[src/rtl/csa_accumulator.sv]
// Carry-save accumulator: keeps a running sum of unsigned addends in redundant
// sum/carry form, then resolves it with a 4-bit-slice ripple and exact overflow.
module csa_accumulator #(
  parameter int W  = 8,
  parameter int AW = 16
) (
  input  logic          clk,
  input  logic          rst,
  input  logic          in_valid,
  output logic          in_ready,
  input  logic          in_last,
  input  logic          clear,
  input  logic [W-1:0]  in_data,
  output logic          out_valid,
  input  logic          out_ready,
  output logic [AW-1:0] out_data,
  output logic          out_ovf,
  output logic [15:0]   out_count
);

  localparam int NS = AW / 4;
  localparam int KW = (NS > 1) ? $clog2(NS) : 1;

  typedef enum logic [1:0] {ACC, RESOLVE, DONE} state_t;

  state_t          state_q, state_d;
  logic [AW-1:0]   s_q, c_q, r_q;
  logic            ovf_q, rc_q;
  logic [KW-1:0]   k_q;
  logic [15:0]     count_q;

  logic            accept, last_slice;
  logic [AW-1:0]   x, base_s, base_c, maj, s_sh, c_sh, r_next;
  logic            base_ovf;
  logic [15:0]     base_count, count_inc;
  logic [KW+1:0]   shift;
  logic [4:0]      slice_sum;

  assign accept     = in_valid & in_ready;
  assign last_slice = (k_q == KW'(NS - 1));
  assign x          = AW'(in_data);

  // clear takes effect before a same-cycle addend, so the update starts from zero
  assign base_s     = clear ? '0 : s_q;
  assign base_c     = clear ? '0 : c_q;
  assign base_ovf   = clear ? 1'b0 : ovf_q;
  assign base_count = clear ? 16'd0 : count_q;
  assign count_inc  = (base_count == 16'hFFFF) ? base_count : base_count + 16'd1;
  assign maj        = (base_s & base_c) | (base_s & x) | (base_c & x);

  // Current resolve slice, selected by shifting rather than a variable part-select
  assign shift     = {k_q, 2'b00};
  assign s_sh      = s_q >> shift;
  assign c_sh      = c_q >> shift;
  assign slice_sum = {1'b0, s_sh[3:0]} + {1'b0, c_sh[3:0]} + {4'b0000, rc_q};
  assign r_next    = (r_q & ~(AW'(4'hF) << shift)) | (AW'(slice_sum[3:0]) << shift);

  always_ff @(posedge clk or posedge rst) begin
    if (rst) state_q <= ACC;
    else     state_q <= state_d;
  end

  // NOTE: every output of a combinational block gets a default first, so no path
  // leaves it unassigned and no latch is inferred.
  always_comb begin
    state_d  = state_q;
    in_ready = 1'b0;
    case (state_q)
      ACC: begin
        in_ready = 1'b1;
        if (in_valid && in_last) state_d = RESOLVE;
      end
      RESOLVE: if (last_slice) state_d = DONE;
      DONE:    if (out_ready) state_d = ACC;
      default: state_d = ACC;
    endcase
  end

  // NOTE: registered state uses non-blocking assignments so every register
  // samples pre-edge values regardless of statement order.
  always_ff @(posedge clk or posedge rst) begin
    if (rst) begin
      s_q       <= '0;
      c_q       <= '0;
      r_q       <= '0;
      ovf_q     <= 1'b0;
      rc_q      <= 1'b0;
      k_q       <= '0;
      count_q   <= 16'd0;
      out_valid <= 1'b0;
      out_data  <= '0;
      out_ovf   <= 1'b0;
      out_count <= 16'd0;
    end else begin
      case (state_q)
        ACC: begin
          if (accept) begin
            s_q     <= base_s ^ base_c ^ x;
            c_q     <= maj << 1;
            ovf_q   <= base_ovf | maj[AW-1];
            count_q <= count_inc;
            if (in_last) begin
              k_q  <= '0;
              rc_q <= 1'b0;
            end
          end else if (clear) begin
            s_q     <= '0;
            c_q     <= '0;
            ovf_q   <= 1'b0;
            count_q <= 16'd0;
          end
        end
        RESOLVE: begin
          r_q  <= r_next;
          rc_q <= slice_sum[4];
          k_q  <= k_q + KW'(1);
          if (last_slice) begin
            ovf_q     <= ovf_q | slice_sum[4];
            out_data  <= r_next;
            out_ovf   <= ovf_q | slice_sum[4];
            out_count <= count_q;
            out_valid <= 1'b1;
          end
        end
        DONE: begin
          if (out_ready) begin
            out_valid <= 1'b0;
            s_q       <= '0;
            c_q       <= '0;
            ovf_q     <= 1'b0;
            count_q   <= 16'd0;
          end
        end
        default: ;
      endcase
    end
  end

endmodule

[config.mk]
export PLATFORM = sky130hd
export DESIGN_NAME = csa_accumulator
export DESIGN_NICKNAME = d
export VERILOG_FILES = /design/src/rtl/csa_accumulator.sv
export SDC_FILE = /design/constraint.sdc
export NUM_CORES = 1
export LEC_CHECK = 0
export BUFFER_PORTS_ARGS = -buffer_cell sky130_fd_sc_hd__buf_2
export CAP_MARGIN = 20
export CORE_MARGIN = 2
export CORE_UTILIZATION = 60
export DETAILED_ROUTE_END_ITERATION = 10
export GPL_ROUTABILITY_DRIVEN = 0
export MAX_ROUTING_LAYER = met4
export PLACE_DENSITY = 0.8
export SYNTH_ARGS = -nofsm -noshare
export SYNTH_HDL_FRONTEND = slang
export SYNTH_SLANG_ARGS = --single-unit
[constraint.sdc]
create_clock -name clk -period 4.22 [get_ports clk]
set_input_delay 0.422 -clock clk [delete_from_list [all_inputs] [get_ports clk]]
set_output_delay 0.422 -clock clk [all_outputs]
set_load 0.01 [all_outputs]
# Yosys cells after proc, flatten, opt, wreduce, memory -nomap -nowiden
# Index checks and enable logic that the tools add are counted.
# W data, S select, Z words.
# classes
n_shift	4
add_sub_neg	4
reduce_logical	12
n_mux	29
bitwise_logic	13
n_eq_ne	9
# ops
cell	count
$mux W16	8
$pmux W16 S2	3
$or A16 B16 Y16	3
$and A16 B16 Y16	2
$and A16 B8 Y16	2
$shr A16 B4 Y4	2
$add A16 B1 Y16 const B	1
$eq A16 B16 Y1 const B	1
$not A16 Y16	1
$shl A4 B4 Y16	1
$shl A4 B4 Y16 const A	1
$xor A16 B16 Y16	1
$xor A16 B8 Y16	1
$reduce_and A3 Y1	4
$mux W2	5
$ne A2 B2 Y1 const B	5
$mux W1	8
$pmux W2 S3	1
$reduce_bool A2 Y1	3
$add A4 B4 Y5	1
$add A5 B1 Y5	1
$eq A2 B2 Y1 const B	2
$pmux W1 S2	2
$pmux W2 S2	1
other kinds (9)	11
# totals
word_cells	83
output_inout_bits	35
reg_bits	104
in_bits	14

# Depth between registers and ports, before layout
# logic_depth
word_depth	7
ltp_mapped	11
ltp_nobuf	9

# Least setup slack after synthesis
# OpenSTA, ideal clock, no wires.
# synth_timing
kind	reg-to-reg
start	register k_q[0]
end	register ovf_q
slack_ps	1441
n_path_buf	1
setup_time_ps	126
arrival_time_ps	2653
period_less_slack_ps	2779
stages_incl_launch_ff	11
required_ps	4094
path_cell_list	dfrtp_1 > clkbuf_1 > mux4_2 > fa_1 > inv_1 > fa_1 > inv_1 > a21o_1 > a21oi_1 > a211oi_1 > o32a_1
# synth_via
elab_chain_cells	6
elab_cells_between_ends	10
cone_classes	add/sub: 2; eq/ne: 2; shift: 2; mux: 2; bitwise: 1; reduce/logical: 1
# synth_lines
element	line_no	source
start: declaration	29	logic [KW-1:0] k_q;
start signal: assignment	116	k_q <= k_q + KW'(1);
$shr A16 B4 Y4, on equally long branches	53, 54	
$add A4 B4 Y5	55	assign slice_sum = {1'b0, s_sh[3:0]} + {1'b0, c_sh[3:0]} + {4'b0000, rc_q};
$add A5 B1 Y5	55	
$or A1 B1 Y1	118	ovf_q <= ovf_q | slice_sum[4];
$mux W1	117	if (last_slice) begin
$pmux W1 S3	95	case (state_q)
end signal: assignment	100	ovf_q <= base_ovf | maj[AW-1];
end signal: assignment	118	
end: declaration	28	logic ovf_q, rc_q;
# Parallel ways exist; a longest one is shown, timed or not. The select of a mux whose other input is x is not followed.
# A chain may end at the register's enable or synchronous reset.

# Worst setup path in the final report
# Same ends and word-level chain as after synthesis.

==> results.toml <==
[outcome]
status = "complete, no violations"

[grt]
grt_max_degree = 79
grt_pass1_vias = 3823
gr-usage-all-layers_pct = 25.9
overflow = 0
antenna_found_initial = 0
grt_pass1_wl_um = 19400

[die]
dieWidth_um = 97.5
ios = 49
core_area_sq_um = 8590
dieHeight_um = 97.5
dieArea_sq_um = 9510
num_rows = 34
initial_core_util_pct = 61.1

[flow_run]
drv_cap = 0

[route]
vias = 3964
wirelength_um = 11200
drc = 0
ant_nets = 0
wire_per_inst_um = 17.5
via_per_inst = 6.18
drt_iter0_drc = 316
first_pass_iters = 5

[worst_setup_path]
crit_path_end_kind = "register"
setup.worst_path.class = "reg -> reg"
crit_fanout = 18
arrival_ns = 3.30
startpoint_type = "register"
worst_ep_required_time_ns = 4.49

[final_layout]
drive_gt1_share_pct = 18.6
n_antenna_cell = 0
final_common_cell = "dfrtp_1"
final_cell_mix = "dfrtp_1 (100), nand2_1 (56), buf_2 (48), nor2b_1 (41), a22o_1 (38)"
area_delta_synth_final_pct = 9.34
fin_nets = 572

[clocking]
post_cts_resized = 0
numCtsBuffers = 9
path_clk_slew_ns = 0.10
cts_tree = "done"
clock_sinks = 100
h-tree-depth = 3
hold_buffers = 0
root_buffer = "clkbuf_8"
clk_latency_ns = 0.37
cts_buffer_depth = 2
postCtsSetupRepairBufs = 0

[sta]
finalHoldViolCount = 0
setup_viol = 0
min_period_ns = 3.04
post-route-period-util_pct = 72.0
fin_skew_ns = 0.0109
relSlewSlack_pct = 30.5
worst_pin_slew_ns = 1.04
slew_viol_final = 0
tns_ns = 0
fmax_ghz = 0.329
layout_setup_ws_ns = 1.18
rsz0062_at_grt = "false"

[placement]
portBuffers = 48
dp_slack_ns = 1.19
dp_hpwl_um = 7930

[min_path]
hp-class = "in -> async"

[power_and_ir_drop]
power_leakage_uw = 0.00278
p_per_area_nw_per_um2 = 547
vdd.ir_drop.worst_mv = 0.307

[yosys]
synth.top_cells.by_area = "dfrtp_1 (48%), a22o_1 (6.3%), nor2b_1 (4.9%), ha_1 (4.8%), nand2_1 (4.0%)"
synth_cell_types = 55
synth-edff-count = 0
ys_ff_latch = 100
synthCells = 492
ys_seq_area_share_pct = 47.7
async_reset_ff_share_pct = 100
synth.cell_area_sq_um = 5250
yosysWarningCount = 0
synth_top_area_share_pct = 47.7
synth_area_per_cell_sq_um = 10.7
synth_fp_nets = 536
synthFlopType = "dfrtp_1"
synth_top_cell_by_area = "dfrtp_1"
==> worst max-delay path, stage by stage (launching register included) <==
cell and delay (ns):
dfrtp_1 0.84, mux4_2 0.62, fa_1 0.42, inv_1 0.08
fa_1 0.21, inv_1 0.05, a21o_1 0.17, a21oi_1 0.24
a211oi_1 0.12, o32a_1 0.19
==> routing by layer <==
layer  up-vias  track usage, %  share of wire, %
li1       1848               -                 -
met5         -               -                 0
met1      1953            37.5                45
met2       151            38.5                48
met4         0            6.52               1.1
met3        12            4.89               5.8
==> layout make-up <==
| class | count | area, sq um |
|---|---|---|
| inverters | 18 | 70.1 |
| multi-input cells | 347 | 2570 |
| repair buffers | 52 | 270 |
| well taps | 108 | 135 |
| clock buffers | 9 | 124 |
| clock inverters | 7 | 63.8 |
| fillers | 655 | 2850 |
| flip-flops and latches | 100 | 2500 |
==> power breakdown <==
part	internal (uW)	switching, uW
logic	473	743
clock network	229	369
registers	1140	184
==> flip-flops by register name (all words and copies together) (netlist names), 2 cells and up <==
register and flops:
out_count 16, r_q 12, k_q 2, out_data 16, c_q 16, count_q 16, state_q 2, s_q 16
==> metrics by stage <==
stage | area (sq um) | util, % | total power [uW] | instances | hold WS, ns
global route | 5740 | 66.8 | 3360 | 641 | 0.342
floorplan | 5250 | - | 2200 | 492 | 0.442
finish | 5740 | 66.8 | 3140 | 641 | 0.229
global placement | 5540 | 64.5 | 2480 | 624 | 0.457
detailed placement | 5540 | 64.5 | 2540 | 624 | 0.466
CTS | 5730 | 66.7 | 3130 | 640 | 0.290
==> logic make-up after synthesis <==
kind of cell | after synthesis | synth area share [%]
buf+inv | 45 | 3.34
simple gates | 149 | 14.7
mux | 25 | 7.01
fa+ha+maj | 30 | 8.58
xor+xnor | 4 | 0.667
compound gates | 139 | 18.1
flops | 100 | 47.7
==> path summary, 6_finish.rpt <==
check	start	endpoint	slack [ns]	cells past startpoint
setup / recovery	k_q[0]	ovf_q	1.18	9
hold / removal	rst	out_count[12]	0.23	2
setup reg to reg	k_q[0]	ovf_q	1.18	9
hold reg to reg	out_count[14]	out_count[14]	0.48	2
max in group asynchronous	rst	s_q[7]	3.10	3
min in group clk	out_ready	out_valid	0.42	4
==> cells in the mapped netlist, drive strengths merged, types with 2 or more instances <==
cell type	n
nand2	57
inv	18
buf	3
mux2i	3
mux4	8
nand4	7
ha	20
nor2b	41
a221oi	2
fa	10
o31ai	3
clkbuf	24
o22ai	3
nand2b	2
a21oi	32
o211ai	7
nor3	4
a22o	38
o21ai	33
or4	2
a32o	4
dfrtp	100
and3	4
xnor2	4
and2	3
a31oi	3
a21o	2
nor2	17
a22oi	3
mux2	14
nand3	5
Power figures use the tool's default switching activity.
